## src/rtl/tim_pkg.sv

```systemverilog
// Shared definitions for the APB3 timer PWM sequencer:
// timer register map, PWM mode constant and sequencer state encoding.
package tim_pkg;

  localparam logic [7:0] OFS_CR1   = 8'h00;
  localparam logic [7:0] OFS_DIER  = 8'h0C;
  localparam logic [7:0] OFS_SR    = 8'h10;
  localparam logic [7:0] OFS_CCMR1 = 8'h18;
  localparam logic [7:0] OFS_CCMR2 = 8'h1C;
  localparam logic [7:0] OFS_CCER  = 8'h20;
  localparam logic [7:0] OFS_CNT   = 8'h24;
  localparam logic [7:0] OFS_PSC   = 8'h28;
  localparam logic [7:0] OFS_ARR   = 8'h2C;
  localparam logic [7:0] OFS_CCR1  = 8'h34;

  localparam logic [15:0] PWM_MODE1 = 16'h6060;
  localparam int unsigned INIT_STEPS = 10;

  typedef enum logic [2:0] {
    IDLE, INIT, RUN, UPD_CCR, UPD_SR, STOP
  } state_t;

  // Register written at each step of the bring-up sequence
  function automatic logic [7:0] init_ofs(
    input logic [3:0] step
  );
    case (step)
      4'd1:    init_ofs = OFS_PSC;
      4'd2:    init_ofs = OFS_ARR;
      4'd3:    init_ofs = OFS_CCMR1;
      4'd4:    init_ofs = OFS_CCMR2;
      4'd5:    init_ofs = OFS_CCER;
      4'd6:    init_ofs = OFS_CNT;
      4'd7:    init_ofs = OFS_SR;
      4'd8:    init_ofs = OFS_DIER;
      default: init_ofs = OFS_CR1;
    endcase
  endfunction

endpackage

```

## src/rtl/sync_fifo.sv

```systemverilog
// Single-clock FIFO with occupancy output.
// Pointers carry one wrap bit so full and empty are distinguishable.
module sync_fifo #(
  parameter int WIDTH = 16,
  parameter int DEPTH = 8
) (
  input  logic                   clk,
  input  logic                   rst,
  input  logic                   push,
  input  logic [WIDTH-1:0]       din,
  input  logic                   pop,
  output logic [WIDTH-1:0]       dout,
  output logic                   full,
  output logic                   empty,
  output logic [$clog2(DEPTH):0] level
);

  localparam int AW = $clog2(DEPTH);

  logic [WIDTH-1:0] mem [DEPTH];
  logic [AW:0]      wptr;
  logic [AW:0]      rptr;

  assign level = wptr - rptr;
  assign full  = level[AW];
  assign empty = (level == '0);
  assign dout  = mem[rptr[AW-1:0]];

  always_ff @(posedge clk or posedge rst) begin
    if (rst) begin
      wptr <= '0;
      rptr <= '0;
    end else begin
      if (push && !full) wptr <= wptr + 1'b1;
      if (pop && !empty) rptr <= rptr + 1'b1;
    end
  end

  always_ff @(posedge clk) begin
    if (push && !full) mem[wptr[AW-1:0]] <= din;
  end

endmodule

```

## src/rtl/apb3_tim_pwm_sequencer.sv

```systemverilog
// APB3 master that brings up one timer in PWM mode and reloads
// its compare register from a duty FIFO on every update interrupt.
module apb3_tim_pwm_sequencer
  import tim_pkg::*;
#(
  parameter logic [15:0] TIM_BASE = 16'h0000,
  parameter int          DEPTH    = 8
) (
  input  logic                   io_apb_PCLK,
  input  logic                   io_apb_PRESET,
  input  logic                   start,
  input  logic                   stop,
  input  logic [1:0]             cfg_ch,
  input  logic [15:0]            cfg_psc,
  input  logic [15:0]            cfg_arr,
  input  logic                   s_valid,
  output logic                   s_ready,
  input  logic [15:0]            s_data,
  input  logic                   tim_irq,
  output logic [15:0]            m_PADDR,
  output logic                   m_PSEL,
  output logic                   m_PENABLE,
  output logic                   m_PWRITE,
  output logic [31:0]            m_PWDATA,
  input  logic                   m_PREADY,
  input  logic [31:0]            m_PRDATA,
  input  logic                   m_PSLVERROR,
  output logic                   running,
  output logic                   busy,
  output logic                   underrun,
  output logic                   err,
  output logic [$clog2(DEPTH):0] fifo_level
);

  state_t      state;
  logic [3:0]  step;
  logic [3:0]  nstep;
  logic        stop_pend;
  logic [1:0]  ch;
  logic [15:0] psc;
  logic [15:0] arr;
  logic [15:0] wdata;
  logic [15:0] n_data;
  logic [15:0] head;
  logic [15:0] ccr_addr;
  logic        fifo_full;
  logic        fifo_empty;
  logic        push;
  logic        pop;
  logic        done;
  logic        stop_now;
  logic        unused_prdata;

  assign unused_prdata = ^m_PRDATA;

  assign done     = m_PSEL & m_PENABLE & m_PREADY;
  assign stop_now = stop_pend | stop;
  assign push     = s_valid & s_ready;
  assign pop      = (state == UPD_CCR) & done;
  assign s_ready  = !fifo_full;
  assign busy     = m_PSEL;
  assign m_PWRITE = m_PSEL;
  assign m_PWDATA = {16'h0000, wdata};
  assign nstep    = step + 4'd1;
  assign ccr_addr = TIM_BASE + 16'(OFS_CCR1)
                  + {12'h000, ch, 2'b00};

  always_comb begin
    n_data = '0;
    case (nstep)
      4'd1:       n_data = psc;
      4'd2:       n_data = arr;
      4'd3, 4'd4: n_data = PWM_MODE1;
      4'd5:       n_data = 16'h0001 << {ch, 2'b00};
      4'd8, 4'd9: n_data = 16'h0001;
      default:    n_data = '0;
    endcase
  end

  sync_fifo #(.WIDTH(16), .DEPTH(DEPTH)) u_fifo (
    .clk   (io_apb_PCLK),
    .rst   (io_apb_PRESET),
    .push  (push),
    .din   (s_data),
    .pop   (pop),
    .dout  (head),
    .full  (fifo_full),
    .empty (fifo_empty),
    .level (fifo_level)
  );

  // Every new transfer starts in SETUP; back-to-back writes reuse PSEL
  always_ff @(posedge io_apb_PCLK or posedge io_apb_PRESET) begin
    if (io_apb_PRESET) begin
      state     <= IDLE;
      step      <= '0;
      stop_pend <= 1'b0;
      ch        <= '0;
      psc       <= '0;
      arr       <= '0;
      wdata     <= '0;
      m_PADDR   <= '0;
      m_PSEL    <= 1'b0;
      m_PENABLE <= 1'b0;
      running   <= 1'b0;
      underrun  <= 1'b0;
      err       <= 1'b0;
    end else begin
      if (m_PSEL && !m_PENABLE) m_PENABLE <= 1'b1;
      if (done && m_PSLVERROR) err <= 1'b1;
      if (stop && (state == INIT || state == UPD_CCR
                   || state == UPD_SR))
        stop_pend <= 1'b1;
      unique case (state)
        IDLE: begin
          if (start && !stop) begin
            ch        <= cfg_ch;
            psc       <= cfg_psc;
            arr       <= cfg_arr;
            underrun  <= 1'b0;
            err       <= 1'b0;
            stop_pend <= 1'b0;
            step      <= '0;
            state     <= INIT;
            m_PSEL    <= 1'b1;
            m_PENABLE <= 1'b0;
            m_PADDR   <= TIM_BASE + 16'(OFS_CR1);
            wdata     <= '0;
          end
        end
        INIT: begin
          if (done) begin
            if (step == 4'(INIT_STEPS - 1)) begin
              if (stop_now) begin
                state     <= STOP;
                step      <= '0;
                stop_pend <= 1'b0;
                m_PENABLE <= 1'b0;
                m_PADDR   <= TIM_BASE + 16'(OFS_CR1);
                wdata     <= '0;
              end else begin
                state     <= RUN;
                running   <= 1'b1;
                m_PSEL    <= 1'b0;
                m_PENABLE <= 1'b0;
              end
            end else begin
              step      <= nstep;
              m_PENABLE <= 1'b0;
              m_PADDR   <= TIM_BASE + 16'(init_ofs(nstep));
              wdata     <= n_data;
            end
          end
        end
        RUN: begin
          if (stop) begin
            state     <= STOP;
            step      <= '0;
            stop_pend <= 1'b0;
            m_PSEL    <= 1'b1;
            m_PENABLE <= 1'b0;
            m_PADDR   <= TIM_BASE + 16'(OFS_CR1);
            wdata     <= '0;
          end else if (tim_irq) begin
            m_PSEL    <= 1'b1;
            m_PENABLE <= 1'b0;
            if (!fifo_empty) begin
              state   <= UPD_CCR;
              m_PADDR <= ccr_addr;
              wdata   <= head;
            end else begin
              underrun <= 1'b1;
              state    <= UPD_SR;
              m_PADDR  <= TIM_BASE + 16'(OFS_SR);
              wdata    <= '0;
            end
          end
        end
        UPD_CCR: begin
          if (done) begin
            state     <= UPD_SR;
            m_PENABLE <= 1'b0;
            m_PADDR   <= TIM_BASE + 16'(OFS_SR);
            wdata     <= '0;
          end
        end
        UPD_SR: begin
          if (done) begin
            if (stop_now) begin
              state     <= STOP;
              step      <= '0;
              stop_pend <= 1'b0;
              m_PENABLE <= 1'b0;
              m_PADDR   <= TIM_BASE + 16'(OFS_CR1);
              wdata     <= '0;
            end else begin
              state     <= RUN;
              m_PSEL    <= 1'b0;
              m_PENABLE <= 1'b0;
            end
          end
        end
        STOP: begin
          if (done) begin
            if (step == 4'd0) begin
              step      <= 4'd1;
              m_PENABLE <= 1'b0;
              m_PADDR   <= TIM_BASE + 16'(OFS_DIER);
              wdata     <= '0;
            end else begin
              state     <= IDLE;
              running   <= 1'b0;
              m_PSEL    <= 1'b0;
              m_PENABLE <= 1'b0;
            end
          end
        end
        default: state <= IDLE;
      endcase
    end
  end

endmodule
```

## config.mk

```make
export PLATFORM = sky130hd
export DESIGN_NAME = apb3_tim_pwm_sequencer
export DESIGN_NICKNAME = d
export VERILOG_FILES = /design/src/rtl/tim_pkg.sv /design/src/rtl/sync_fifo.sv /design/src/rtl/apb3_tim_pwm_sequencer.sv
export SDC_FILE = /design/constraint.sdc
export NUM_CORES = 1
export LEC_CHECK = 0
export ABC_CLOCK_PERIOD_IN_PS = 5900
export CELL_PAD_IN_SITES_DETAIL_PLACEMENT = 0
export CELL_PAD_IN_SITES_GLOBAL_PLACEMENT = 1
export CORE_MARGIN = 3
export CORE_UTILIZATION = 48
export CTS_CLUSTER_DIAMETER = 60
export DETAILED_ROUTE_END_ITERATION = 16
export GPL_ROUTABILITY_DRIVEN = 0
export PLACE_DENSITY = 0.95
export SLEW_MARGIN = 40
export SYNTH_ARGS = -nofsm -noshare
export SYNTH_HDL_FRONTEND = slang
export SYNTH_SLANG_ARGS = --single-unit
```

## constraint.sdc

```tcl
create_clock -name io_apb_PCLK -period 5.9 [get_ports io_apb_PCLK]
set_clock_uncertainty 0.15 [all_clocks]
set_input_delay 0.59 -clock io_apb_PCLK [delete_from_list [all_inputs] [get_ports io_apb_PCLK]]
set_output_delay 0.59 -clock io_apb_PCLK [all_outputs]
set_load 0.005 [all_outputs]
```

### Yosys cells after proc, flatten, opt, wreduce, memory -nomap -nowiden

Memories as Yosys holds them, arrays and structs flattened.
Index checks and enable logic that the tools add are counted.
Widths: inputs -> output; s select.

| operators by class | value |
|---|---|
| add/sub/neg operators | 5 |
| equality and inequality tests | 27 |
| shifts and indexed selects | 1 |
| mux-type cells | 83 |
| bitwise logic cells | 5 |
| reductions and logical operators | 29 |

Operators by type and width:

| operator | number |
|---|---|
| $mux 16 | 20 |
| $pmux 16 s6 | 2 |
| $pmux 16 s5 | 1 |
| $mux 1 | 33 |
| $mux 3 | 11 |
| $mux 4 | 8 |
| $ne 2x2->1 const B | 12 |
| $reduce_and 8->1 | 3 |
| $pmux 4 s5 | 1 |
| $pmux 3 s6 | 1 |
| $shl 1x4->16 const A | 1 |
| $add 4x1->4 const B | 3 |
| $eq 4x4->1 const B | 3 |
| $eq 4x2->1 const B | 2 |
| $eq 4x3->1 const B | 2 |
| $logic_not 4->1 | 2 |
| $add 6x4->7 const A | 1 |
| $mux 7 | 1 |
| $reduce_and 7->1 | 1 |
| $eq 3x2->1 const B | 2 |
| $eq 3x3->1 const B | 2 |
| $logic_and 1x1->1 | 6 |
| $reduce_and 6->1 | 1 |
| $reduce_bool 6->1 | 1 |
| 20 further kinds | 30 |

| storage, ports and cells | value |
|---|---|
| register bits after elaboration | 87 |
| RAM bits | 128 |
| ROM bits | 64 |
| input bits | 90 |
| output and inout bits | 60 |
| memories kept | 2 |

Memories:

| name | depth | width | read ports | clocked after memory_dff | write ports | line | text |
|---|---|---|---|---|---|---|---|
| u_fifo.mem | 8 | 16 | 1 | 0 | 1 | sync_fifo.sv:20 | `logic [WIDTH-1:0] mem [DEPTH];` |
| (no name shown) | 16 | 4 | 1 | 0 | 0 | tim_pkg.sv:27 | `case (step)` |

### Longest topological paths before layout

Gate-level depths: netlist (run 1).

| depth | value |
|---|---|
| word-level depth | 9 |
| depth in mapped cells | 12 |
| gate-level depth less buffers | 9 |

### By module

Synthesis (run 1) repeated with hierarchy kept, for this count alone.

| unflattened totals | value |
|---|---|
| cells, all modules | 750 |
| area total of the unflattened synthesis | 9660.5 µm² |

Modules (own cells, without submodules):

| module | instances | cells each | area each (µm²) | seq. area each (µm²) |
|---|---|---|---|---|
| sync_fifo | 1 | 283 | 5390.2 | 4043.9 |
| apb3_tim_pwm_sequencer | 1 | 467 | 4270.3 | 1976.9 |

### Least setup slack after synthesis (run 1)

No wires, ideal clock.

| timing | value |
|---|---|
| path kind | reg-to-reg |
| start | reg u_fifo.rptr[2] |
| end | mem u_fifo.mem[4][0] (enable) |
| library setup time | 0.413 ns |
| arrival time | 3.457 ns |
| required time | 5.337 ns |
| path slack | 1.880 ns |
| stages on the path, launching flop included | 10 |
| path buffers | 2 |
| clock period less this slack | 4.020 ns |
| cells stage by stage | dfrtp_1 inv_2 buf_1 ha_1 a21oi_1 a21oi_1 nor2b_1 clkbuf_1 nand3_1 nor3b_1 |

| on the way | value |
|---|---|
| word-level cells in the longest chain between the ends | 6 |

Ends and longest elaborated chain:

| item | line | text |
|---|---|---|
| start, declared | sync_fifo.sv:22 | `logic [AW:0] rptr;` |
| start signal, assigned | sync_fifo.sv:35 | `if (pop && !empty) rptr <= rptr + 1'b1;` |
| $sub 4x4->4 * | sync_fifo.sv:24 | `assign level = wptr - rptr;` |
| $logic_not 1->1 * | apb3_tim_pwm_sequencer.sv:60 | `assign s_ready = !fifo_full;` |
| named net s_ready | apb3_tim_pwm_sequencer.sv:17 | `output logic s_ready,` |
| $and 1x1->1 | apb3_tim_pwm_sequencer.sv:58 | `assign push = s_valid & s_ready;` |
| $logic_and 1x1->1 * | sync_fifo.sv:40 | `if (push && !full) mem[wptr[AW-1:0]] <= din;` |
| $mux 1 * | sync_fifo.sv:40 |  |
| $mux 1 (not written as such) * | sync_fifo.sv:40 |  |
| end, declared | sync_fifo.sv:20 |  |

Mark *: on every way through the listed nets, which the timed path passes. The rest lies on a longest branch.

### Worst setup path in the final report (run 1)

| timing | value |
|---|---|
| start | reg u_fifo.rptr[2] |
| end | out s_ready |

| on the way | value |
|---|---|
| word-level cells in the longest chain between the ends | 2 |

Ends and longest elaborated chain:

| item | line |
|---|---|
| $sub 4x4->4 | sync_fifo.sv:24 |
| $logic_not 1->1 | apb3_tim_pwm_sequencer.sv:60 |
| end, declared | apb3_tim_pwm_sequencer.sv:17 |

No other way between the ends.

==> results of run 1 <==
[power by group through the flow]
| stage | clock network, mW | registers [mW] | logic [mW] |
|---|---|---|---|
| after global placement | 0 | 2.23 | 2.01 |
| after global routing | 1.65 | 2.26 | 2.28 |
| final | 1.56 | 2.22 | 2.09 |
| after detailed placement | 0 | 2.24 | 2.09 |
| after floorplan | 0 | 2.12 | 1.50 |
| after CTS | 1.59 | 2.21 | 2.11 |
[final timing paths]
| path | endpoint | cells after the start |
|---|---|---|
| max in group asynchronous | u_fifo.rptr[0] | 3 |
| min reg2reg | m_PADDR[9] | 1 |
| min in group io_apb_PCLK | m_PADDR[9] | 1 |
| max reg2reg | u_fifo.mem[5][1] | 8 |
| min | m_PADDR[0] | 2 |
| max | s_ready | 6 |
[placed cells by master (no fill, tap or decap), drive strengths merged, types with 7 or more instances in the layout]
master | netlist | routed
nor3 | 14 | 14
edfxtp | 128 | 128
ha | 15 | 15
a221oi | 8 | 8
clkinv | 0 | 12
a21oi | 14 | 14
and2 | 16 | 16
a22oi | 11 | 11
xnor2 | 8 | 8
conb | 1 | 16
dfrtp | 87 | 87
mux4 | 32 | 32
o221ai | 17 | 17
clkdlybuf4s50 | 0 | 101
buf | 48 | 12
mux2 | 36 | 36
nor2 | 24 | 24
mux2i | 17 | 17
inv | 16 | 15
nand2b | 7 | 7
o21ai | 22 | 22
nand2 | 49 | 49
clkbuf | 9 | 28
nand3 | 9 | 9
[logic make-up (layout without fill, tap and decap cells)]
group           after synthesis  in the layout  share of synthesized area
fa+ha+maj                    16             16                     0.0214
flops                       215            215                      0.622
compound gates              109            109                     0.0857
xor+xnor                     13             13                     0.0118
other cells                   1             16                   0.000387
mux                          85             85                      0.134
buf+inv                      73            173                     0.0425
simple gates                150            150                     0.0826
[cell type report]
class	instances	area share
clock buffers	28	0.0521
well taps	265	0.0280
clock inverters	16	0.0191
multi-input cells	389	0.288
flip-flops and latches	215	0.509
inverters	16	0.00519
repair buffers	113	0.0986
[routing by layer]
metal  wire length, um  vias up  share of wire
met5                20        -        0.00095
met4               476        2          0.023
met3              1390       38          0.066
met2             10800      190           0.51
met1              8440     2975           0.40
li1                  -     2682              -
[per-stage QoR]
| step | util | setup slack (ps) |
|---|---|---|
| floorplan | - | 1880 |
| global placement | 0.552 | 2110 |
| detailed placement | 0.559 | 2190 |
| CTS | 0.601 | 2100 |
| global route | 0.601 | 1930 |
| finish | 0.601 | 2170 |
[worst max-delay path, delay by kind of cell (launching register included)]
family	cells	cell delay, ps
flip-flops	1	410
buffers and inverters	2	1000
AO/OA/AOI/OAI	2	350
AND/OR/NAND/NOR	1	360
adder cells (fa/ha/maj)	1	370
[flip-flops by register name (all words and copies together) (netlist names)]
signal	cells
u_fifo.mem	128
arr	16
m_PADDR	16
psc	16
wdata	16
step	4
u_fifo.rptr	4
u_fifo.wptr	4
state	3
ch	2
busy	1
err	1
m_PENABLE	1
running	1
stop_pend	1
underrun	1
==> results.py, run 1 <==
metrics = {
    "clock_network": {
        "ctsHtreeMaxLevel": 1,
        "cts.sinks": 215,
        "worstSkewPairLatency_ps": 520,
        "cts_root_buf": "clkbuf_16",
        "path_clk_slew_ps": 60,
        "cts_buffers": 24,
        "cts_tree": "yes",
        "cts_resized": 0,
        "postCtsSetupRepairBufs": 0,
        "clock_path_buffers": 3,
        "cts_hold_buf": 0,
    },
    "floorplan": {
        "coreArea_sq_um": 19700,
        "initial_core_util": 0.493,
        "die_w_um": 148,
        "die_y_um": 148,
        "die_area_sq_um": 21900,
        "ioPinCount": 150,
        "placementRows": 51,
    },
    "yosys": {
        "netlist.area_leader.share": 0.397,
        "synth_top_cell_by_area": "edfxtp_1",
        "synth.distinct_cells": 72,
        "syn_avg_cell_area_sq_um": 14.6,
        "netlist_instances": 662,
        "ys_seq_area_frac": 0.622,
        "synth_warnings": 0,
        "synth-edff-count": 128,
        "synth-async-reset-ratio": 0.405,
        "synth_flop_cell": "edfxtp_1",
        "yosys-top-cells-area": "edfxtp_1 40%, dfrtp_1 22%, mux4_2 7.4%",
        "synth.most_common_cell": "edfxtp_1",
        "ys_seq_elements": 215,
        "syn_area_sq_um": 9680,
        "ys_top_cells_by_count": "128 x edfxtp_1, 87 x dfrtp_1, 49 x nand2_1",
    },
    "power": {
        "switching_power_mw": 1.96,
        "pwr-share-clk": 0.266,
        "power.internal_mw": 3.91,
        "ir_worst_vdd_uv": 252,
        "p_seq_frac": 0.378,
        "p_leak_nw": 4.49,
        "p_sw_frac": 0.334,
        "powerDensity_nw_per_um2": 496,
        "pwr-share-comb": 0.356,
        "totalPowerFinal_mw": 5.86,
    },
    "placed_design": {
        "placed_area_sq_um": 11000,
        "io_buffers": 101,
        "placed_cells": 998,
        "dp_hpwl_um": 14200,
    },
    "drt": {
        "wire_per_inst_um": 20.3,
        "wl_um": 21200,
        "firstDrtPassIters": 5,
        "vias_per_cell": 5.65,
        "via_count": 5887,
        "ant_nets": 0,
        "drt_iter0_drc": 275,
        "drc": 0,
    },
    "sta": {
        "hold_violations": 0,
        "min_period_ps": 3730,
        "final_max_slew_viol_count": 0,
        "worst_pin_slew_ps": 827,
        "slew_headroom": 0.449,
        "rsz0062_at_grt": "false",
        "max_freq_ghz": 0.268,
        "setup_viol": 0,
        "timing.hold.ws_ps": 182,
        "fin_crit_sh": 0.632,
        "finalSetupTns_ps": 0,
    },
    "global_route": {
        "grt_pass1_wl_um": 33300,
        "grt_max_degree": 74,
        "grt.busiest_layer": "met2",
        "antenna_found_initial": 1,
        "grt_use_met1": 0.251,
        "grt_pass1_vias": 5962,
        "gr-usage-met3": 0.0389,
        "grt_usage": 0.192,
        "grt.met2_usage": 0.334,
        "grt_overflow": 0,
    },
    "critical_path": {
        "crit_path_end_kind": "primary output",
        "critPathLaunchType": "flop",
        "arrival_ps": 2990,
        "crit_slowest_cell": "clkdlybuf4s50_1",
        "required_ps": 5160,
        "crit_chain": "inv_2 -> ha_1 -> a21oi_1 -> a21oi_1 -> nor2b_1 -> clkdlybuf4s50_1",
        "crit_top_cell": "a21oi_1",
        "path_max_fanout": 17,
        "startpoint": "u_fifo.rptr[2]",
        "criticalPathCategory": "flop to primary output",
        "r2r_start": "u_fifo.rptr[2]",
        "critical_path.max_stage_delay_ps": 580,
        "reg2reg_slack_ps": 2250,
    },
    "layout": {
        "seq_area_sq_um": 6020,
        "drive_above_1_share": 0.185,
        "finish.instance_area_sq_um": 11800,
        "fillers": 1514,
        "multi_input_area_sq_um": 3400,
        "fin_cells": 1042,
        "fin_nets": 865,
        "syn_to_final_growth_pct": 22.1,
        "n_antenna_cell": 0,
    },
    "flow_run": {
        "drv_cap": 0,
    },
    "min_path": {
        "hold_path.class": "input pin to async pin",
    },
    "outcome": {
        "status": "complete, no violations",
    },
}
(Power assumes the default switching activity.)
==> run 2: changes to the inputs <==
--- a/config.mk
+++ b/config.mk
@@ -5,15 +5,15 @@
 export SDC_FILE = /design/constraint.sdc
 export NUM_CORES = 1
 export LEC_CHECK = 0
-export ABC_CLOCK_PERIOD_IN_PS = 5900
+export ABC_CLOCK_PERIOD_IN_PS = 3000
 export CELL_PAD_IN_SITES_DETAIL_PLACEMENT = 0
 export CELL_PAD_IN_SITES_GLOBAL_PLACEMENT = 1
 export CORE_MARGIN = 3
-export CORE_UTILIZATION = 48
+export CORE_UTILIZATION = 40
 export CTS_CLUSTER_DIAMETER = 60
 export DETAILED_ROUTE_END_ITERATION = 16
 export GPL_ROUTABILITY_DRIVEN = 0
-export PLACE_DENSITY = 0.95
+export PLACE_DENSITY = 0.86
 export SLEW_MARGIN = 40
 export SYNTH_ARGS = -nofsm -noshare
 export SYNTH_HDL_FRONTEND = slang
==> constraint.sdc (replaced) <==
create_clock -name io_apb_PCLK -period 3 [get_ports io_apb_PCLK]
set_clock_uncertainty 0.15 [all_clocks]
set_input_delay 0.3 -clock io_apb_PCLK [delete_from_list [all_inputs] [get_ports io_apb_PCLK]]
set_output_delay 0.3 -clock io_apb_PCLK [all_outputs]
set_load 0.005 [all_outputs]
==> run 2 against run 1 <==
Compared with the run above: die area increased by 19%; critical path depth unchanged; critical endpoint is now fifo_level[2]; final cell count increased by 7.9%; power increased by 100%; largest cell class unchanged; sequential share of layout area decreased by 0.91 points.
==> results.py, run 2 (same netlist as run 1, synthesis figures left out) <==
metrics = {
    "outcome": {
        "status": "complete, no violations",
    },
    "critical_path": {
        "arrival_ps": 2500,
        "crit_chain": "inv_1 -> ha_1 -> inv_1 -> fa_1 -> xor2_1 -> clkdlybuf4s50_1",
        "critical_path.max_stage_delay_ps": 570,
        "required_ps": 2550,
        "cp_top_family": "buffers and inverters",
        "crit_slowest_cell": "clkdlybuf4s50_1",
        "crit_top_cell": "inv_1",
        "path_max_fanout": 4,
        "worst-path-buf-inv": 3,
        "critPathLaunchType": "flop",
        "criticalPathCategory": "flop to primary output",
        "crit_path_end_kind": "primary output",
    },
    "floorplan": {
        "placementRows": 56,
        "die_w_um": 162,
        "coreArea_sq_um": 23600,
        "ioPinCount": 150,
        "die_area_sq_um": 26100,
        "initial_core_util": 0.410,
        "die_y_um": 162,
    },
    "layout": {
        "seq_area_sq_um": 6020,
        "n_antenna_cell": 0,
        "fin_nets": 893,
        "multi_input_area_sq_um": 3410,
        "fin_cells": 1124,
        "most-common-layout-cells": "128 x edfxtp_1, 101 x clkdlybuf4s50_1, 86 x dfrtp_1, 49 x nand2_1, 38 x buf_4",
        "final_common_cell": "edfxtp_1",
        "largest_register_ffs": 128,
        "fillers": 1939,
        "syn_to_final_growth_pct": 24.3,
        "drive_above_1_share": 0.220,
    },
    "sta": {
        "hold_violations": 0,
        "max_freq_ghz": 0.339,
        "worst_pin_slew_ps": 688,
        "final_max_slew_viol_count": 0,
        "rsz0062_at_grt": "true",
        "min_period_ps": 2950,
        "fin_crit_sh": 0.983,
        "slew_headroom": 0.541,
        "setup_viol": 0,
    },
    "power": {
        "totalPowerFinal_mw": 11.7,
        "ir_worst_vdd_uv": 404,
        "p_leak_nw": 4.59,
        "powerDensity_nw_per_um2": 972,
    },
    "clock_network": {
        "ctsHtreeMaxLevel": 1,
        "cts_buffers": 24,
        "cts.sinks": 215,
        "cts_tree": "yes",
        "path_clk_slew_ps": 60,
        "worstSkewPairLatency_ps": 510,
        "cts_root_buf": "clkbuf_16",
        "cts_hold_buf": 0,
        "clock_path_buffers": 3,
    },
    "drt": {
        "wire_per_inst_um": 19.6,
        "via_count": 5939,
        "vias_per_cell": 5.28,
        "ant_nets": 0,
        "wl_um": 22100,
        "firstDrtPassIters": 4,
        "drt_iter0_drc": 302,
        "drc": 0,
    },
    "global_route": {
        "grt_pass1_vias": 6067,
        "grt_usage": 0.167,
        "antenna_found_initial": 3,
        "grt_overflow": 0,
        "grt_pass1_wl_um": 34300,
        "grt_max_degree": 40,
    },
    "placed_design": {
        "io_buffers": 101,
        "dp_hpwl_um": 14500,
        "placed_cells": 1076,
    },
    "min_path": {
        "hold_path.class": "input pin to async pin",
    },
    "flow_run": {
        "drv_cap": 0,
    },
}
-- run 2: changes by cell type in the layout (fill, tap and decap cells not counted), moves of 3 or more --
cell        before  now
clkinvlp_4       0    3
buf_4            4   38
clkinv_2         7    3
buf_8            5    0
-- run 2: metrics by stage --
stage	utilization	hold WS (ps)	area [sq um]	TNS, ps	setup WS, ps
2_1_floorplan	-	249	9830	0	19.9
3_3_place_gp	0.474	318	11200	0	221
3_5_place_dp	0.474	320	11200	0	149
4_1_cts	0.508	74.4	12000	0	30.1
5_1_grt	0.510	112	12000	-114	-40.5
6_report	0.510	54.2	12000	0	50.7
-- run 2: area by class of cell --
type	count	area share
multi-input combinational	389	0.283
sequential	215	0.500
clock buffer	29	0.0531
inverter	16	0.00509
tap	319	0.0332
clock inverter	15	0.0142
timing repair buffer	141	0.111
-- run 2: final timing paths --
check	from	endpoint	slack (ps)	depth (start not counted)
worst max-delay path	u_fifo.wptr[0]	fifo_level[2]	50	6
worst min-delay path	io_apb_PRESET	m_PADDR[8]	50	2
worst max register to register	u_fifo.wptr[0]	wdata[0]	290	11
worst min register to register	m_PADDR[15]	m_PADDR[15]	330	1
max in group asynchronous	io_apb_PRESET	running	1940	3
min in group io_apb_PCLK	cfg_ch[1]	ch[1]	230	3
-- run 2: metal layers --
| layer | global-route usage | part of all wire | wire, um |
|---|---|---|---|
| met2 | 0.287 | 0.51 | 11300 |
| met1 | 0.220 | 0.41 | 9120 |
| met3 | 0.0354 | 0.057 | 1260 |
| met4 | 0.0360 | 0.015 | 330 |
| met5 | 0 | 0.0019 | 42 |
-- run 2: timing repair --
| action | in CTS | in global routing |
|---|---|---|
| pin swaps | 0 | 1 |
| resized for setup | 1 | 2 |
| buffers inserted | 1 | 3 |
| setup endpoints to repair | 2 | 5 |
-- run 2: power breakdown --
part	switching (mW)	internal (mW)
Combinational	2.32	2.16
Sequential	0.439	3.83
Clock	1.17	1.79
==> run 3: changes to the inputs <==
--- a/config.mk
+++ b/config.mk
@@ -13,8 +13,11 @@
 export CTS_CLUSTER_DIAMETER = 60
 export DETAILED_ROUTE_END_ITERATION = 16
 export GPL_ROUTABILITY_DRIVEN = 0
-export PLACE_DENSITY = 0.86
+export PLACE_DENSITY = 0.87
+export REMOVE_ABC_BUFFERS = 1
+export SETUP_SLACK_MARGIN = 0.05
 export SLEW_MARGIN = 40
 export SYNTH_ARGS = -nofsm -noshare
 export SYNTH_HDL_FRONTEND = slang
+export SYNTH_HIERARCHICAL = 1
 export SYNTH_SLANG_ARGS = --single-unit
==> run 3 against run 2 <==
Compared with the run above: register-to-register slack hardly changed; hold slack better by 94 ps; non-clock buffer count is 4 lower; flip-flop and latch count stayed put; global-route usage is 0.055 points higher; count of clock-buffer cells in the layout is 1 lower; largest power group is now sequential cells; highest routed layer unchanged.
==> results.py, run 3 <==
metrics = {
    "sta": {
        "setup_ws_ps": 148,
        "setup_viol": 0,
        "finalSetupTns_ps": 0,
        "hold_violations": 0,
        "final_max_slew_viol_count": 0,
        "timing.hold.ws_ps": 148,
        "max_freq_ghz": 0.351,
        "worst_pin_slew_ps": 670,
        "rsz0062_at_grt": "true",
        "slew_headroom": 0.553,
        "min_period_ps": 2850,
        "fin_crit_sh": 0.951,
    },
    "clock_network": {
        "cts_root_buf": "clkbuf_16",
        "worstSkewPairLatency_ps": 530,
        "ctsHtreeMaxLevel": 1,
        "path_clk_slew_ps": 60,
        "cts.sinks": 215,
        "cts_buffers": 24,
        "clock_path_buffers": 3,
        "cts_tree": "yes",
    },
    "min_path": {
        "hold_path.class": "input pin to flop",
    },
    "critical_path": {
        "cp_top_family": "buffers and inverters",
        "critPathLaunchType": "flop",
        "worst-path-buf-inv": 4,
        "crit_chain": "inv_2 -> ha_2 -> inv_1 -> fa_1 -> xor2_1 -> buf_4 -> clkdlybuf4s50_1",
        "required_ps": 2550,
        "crit_slowest_cell": "clkdlybuf4s50_1",
        "crit_path_end_kind": "primary output",
        "critical_path.max_stage_delay_ps": 500,
        "path_max_fanout": 3,
        "criticalPathCategory": "flop to primary output",
        "arrival_ps": 2400,
    },
    "drt": {
        "vias_per_cell": 5.17,
        "wl_um": 22000,
        "drt_iter0_drc": 539,
        "ant_nets": 0,
        "firstDrtPassIters": 4,
        "wire_per_inst_um": 18.2,
        "via_count": 6242,
        "drc": 0,
    },
    "yosys": {
        "netlist.area_leader.share": 0.398,
        "ys_top_cells_by_count": "179 x nand2_1, 128 x edfxtp_1, 87 x dfrtp_1",
        "ys_seq_area_frac": 0.623,
        "syn_avg_cell_area_sq_um": 12.9,
        "synth_warnings": 6,
        "synth.most_common_cell": "nand2_1",
        "netlist_instances": 750,
        "ys_seq_elements": 215,
        "synth_flop_cell": "edfxtp_1",
        "syn_area_sq_um": 9660,
        "synth.distinct_cells": 73,
        "synth_top_cell_by_area": "edfxtp_1",
        "synth-async-reset-ratio": 0.405,
        "yosys-top-cells-area": "edfxtp_1 40%, dfrtp_1 23%, mux4_2 7.5%",
        "synth-edff-count": 128,
    },
    "floorplan": {
        "die_y_um": 161,
        "placementRows": 56,
        "die_w_um": 161,
        "ioPinCount": 150,
        "coreArea_sq_um": 23600,
        "initial_core_util": 0.409,
        "die_area_sq_um": 26100,
    },
    "layout": {
        "syn_to_final_growth_pct": 23.6,
        "most-common-layout-cells": "179 x nand2_1, 128 x edfxtp_1, 101 x clkdlybuf4s50_1, 86 x dfrtp_1, 34 x buf_4",
        "n_antenna_cell": 0,
        "drive_above_1_share": 0.168,
        "largest_register_ffs": 128,
        "fin_nets": 977,
        "final_common_cell": "nand2_1",
    },
    "global_route": {
        "grt_pass1_wl_um": 34600,
        "grt_overflow": 0,
        "grt_usage": 0.167,
        "grt_pass1_vias": 6323,
        "antenna_found_initial": 2,
        "grt_max_degree": 49,
    },
    "placed_design": {
        "io_buffers": 101,
        "dp_slack_ps": 204,
        "dp_hpwl_um": 14800,
    },
    "flow_run": {
        "drv_cap": 0,
    },
    "outcome": {
        "status": "complete, no violations",
    },
    "power": {
        "p_leak_nw": 4.56,
        "powerDensity_nw_per_um2": 745,
        "ir_worst_vdd_uv": 403,
    },
}
-- run 3: cell types whose count changed in the layout (fill, tap and decap cells not counted), moves of 5 or more --
cell      previous run  this run
and2_1              16        11
nand2_1             49       179
mux2_2              35         1
nor3_2               0         5
a22oi_1             11        26
a21oi_1             11        20
o221ai_1            14         7
o21ai_1              3         9
mux2i_1             17         1
-- run 3: report_power, final --
group          internal, mW  switching [mW]
clock network          1.71            1.19
logic                 0.982            1.28
registers              3.44           0.294
-- run 3: worst register-to-register path: cells and delay by family, from the launching register on --
family	cells	cell delay, ps
compound gates	2	220
flops	1	390
buf+inv	3	270
fa+ha+maj	2	670
simple gates	5	920
-- run 3: final cells by class --
class                           instances  area [sq um]
Clock buffer                           28           636
Timing Repair Buffer                  137          1300
Sequential cell                       215          6020
Fill cell                            1986         11700
Multi-Input combinational cell        475          3350
Tap cell                              319           399
Inverter                               18          68.8
Clock inverter                         16           174
-- run 3: timing repair --
item	in CTS	in global routing
pin swaps	0	1
gates cloned	0	0
buffers inserted	1	2
hold buffers	1	0
setup endpoints to repair	1	4
endpoints found under the hold margin	8	0
gates resized for setup	0	4
-- run 3: final timing paths --
path	start	cells past startpoint	endpoint	slack [ps]
min reg2reg	psc[13]	2	psc[13]	330
min	cfg_psc[6]	3	psc[6]	150
max in group asynchronous	io_apb_PRESET	4	m_PADDR[14]	1440
max	u_fifo/wptr[0]	7	fifo_level[2]	150
max reg2reg	u_fifo/wptr[0]	12	wdata[14]	300
min in group asynchronous	io_apb_PRESET	3	u_fifo/rptr[2]	490
-- run 3: stage by stage --
| step | cell area, sq um | std cells | util | total power [mW] |
|---|---|---|---|---|
| final | 11900 | 1208 | 0.506 | 8.90 |
| after global routing | 11900 | 1208 | 0.506 | 9.38 |
| after CTS | 11900 | 1206 | 0.504 | 8.97 |
| after detailed placement | 11100 | 1160 | 0.469 | 6.04 |
| after global placement | 11100 | 1160 | 0.469 | 6.01 |
| after floorplan | 9380 | 708 | - | 5.19 |
-- run 3: routing by layer --
layer | up-vias | global-route usage | part of all wire
li1 | 2952 | - | -
met1 | 3046 | 0.217 | 0.41
met2 | 192 | 0.281 | 0.50
met3 | 48 | 0.0400 | 0.064
met4 | 4 | 0.0481 | 0.024
met5 | - | 0 | 0.0010
-- run 3: kinds of logic after synthesis --
logic type | share of synthesized area
buf+inv | 0.0414
xor+xnor | 0.0142
compound gates | 0.0948
mux | 0.0784
other cells | 0.000388
fa+ha+maj | 0.0215
simple gates | 0.126
flops | 0.623
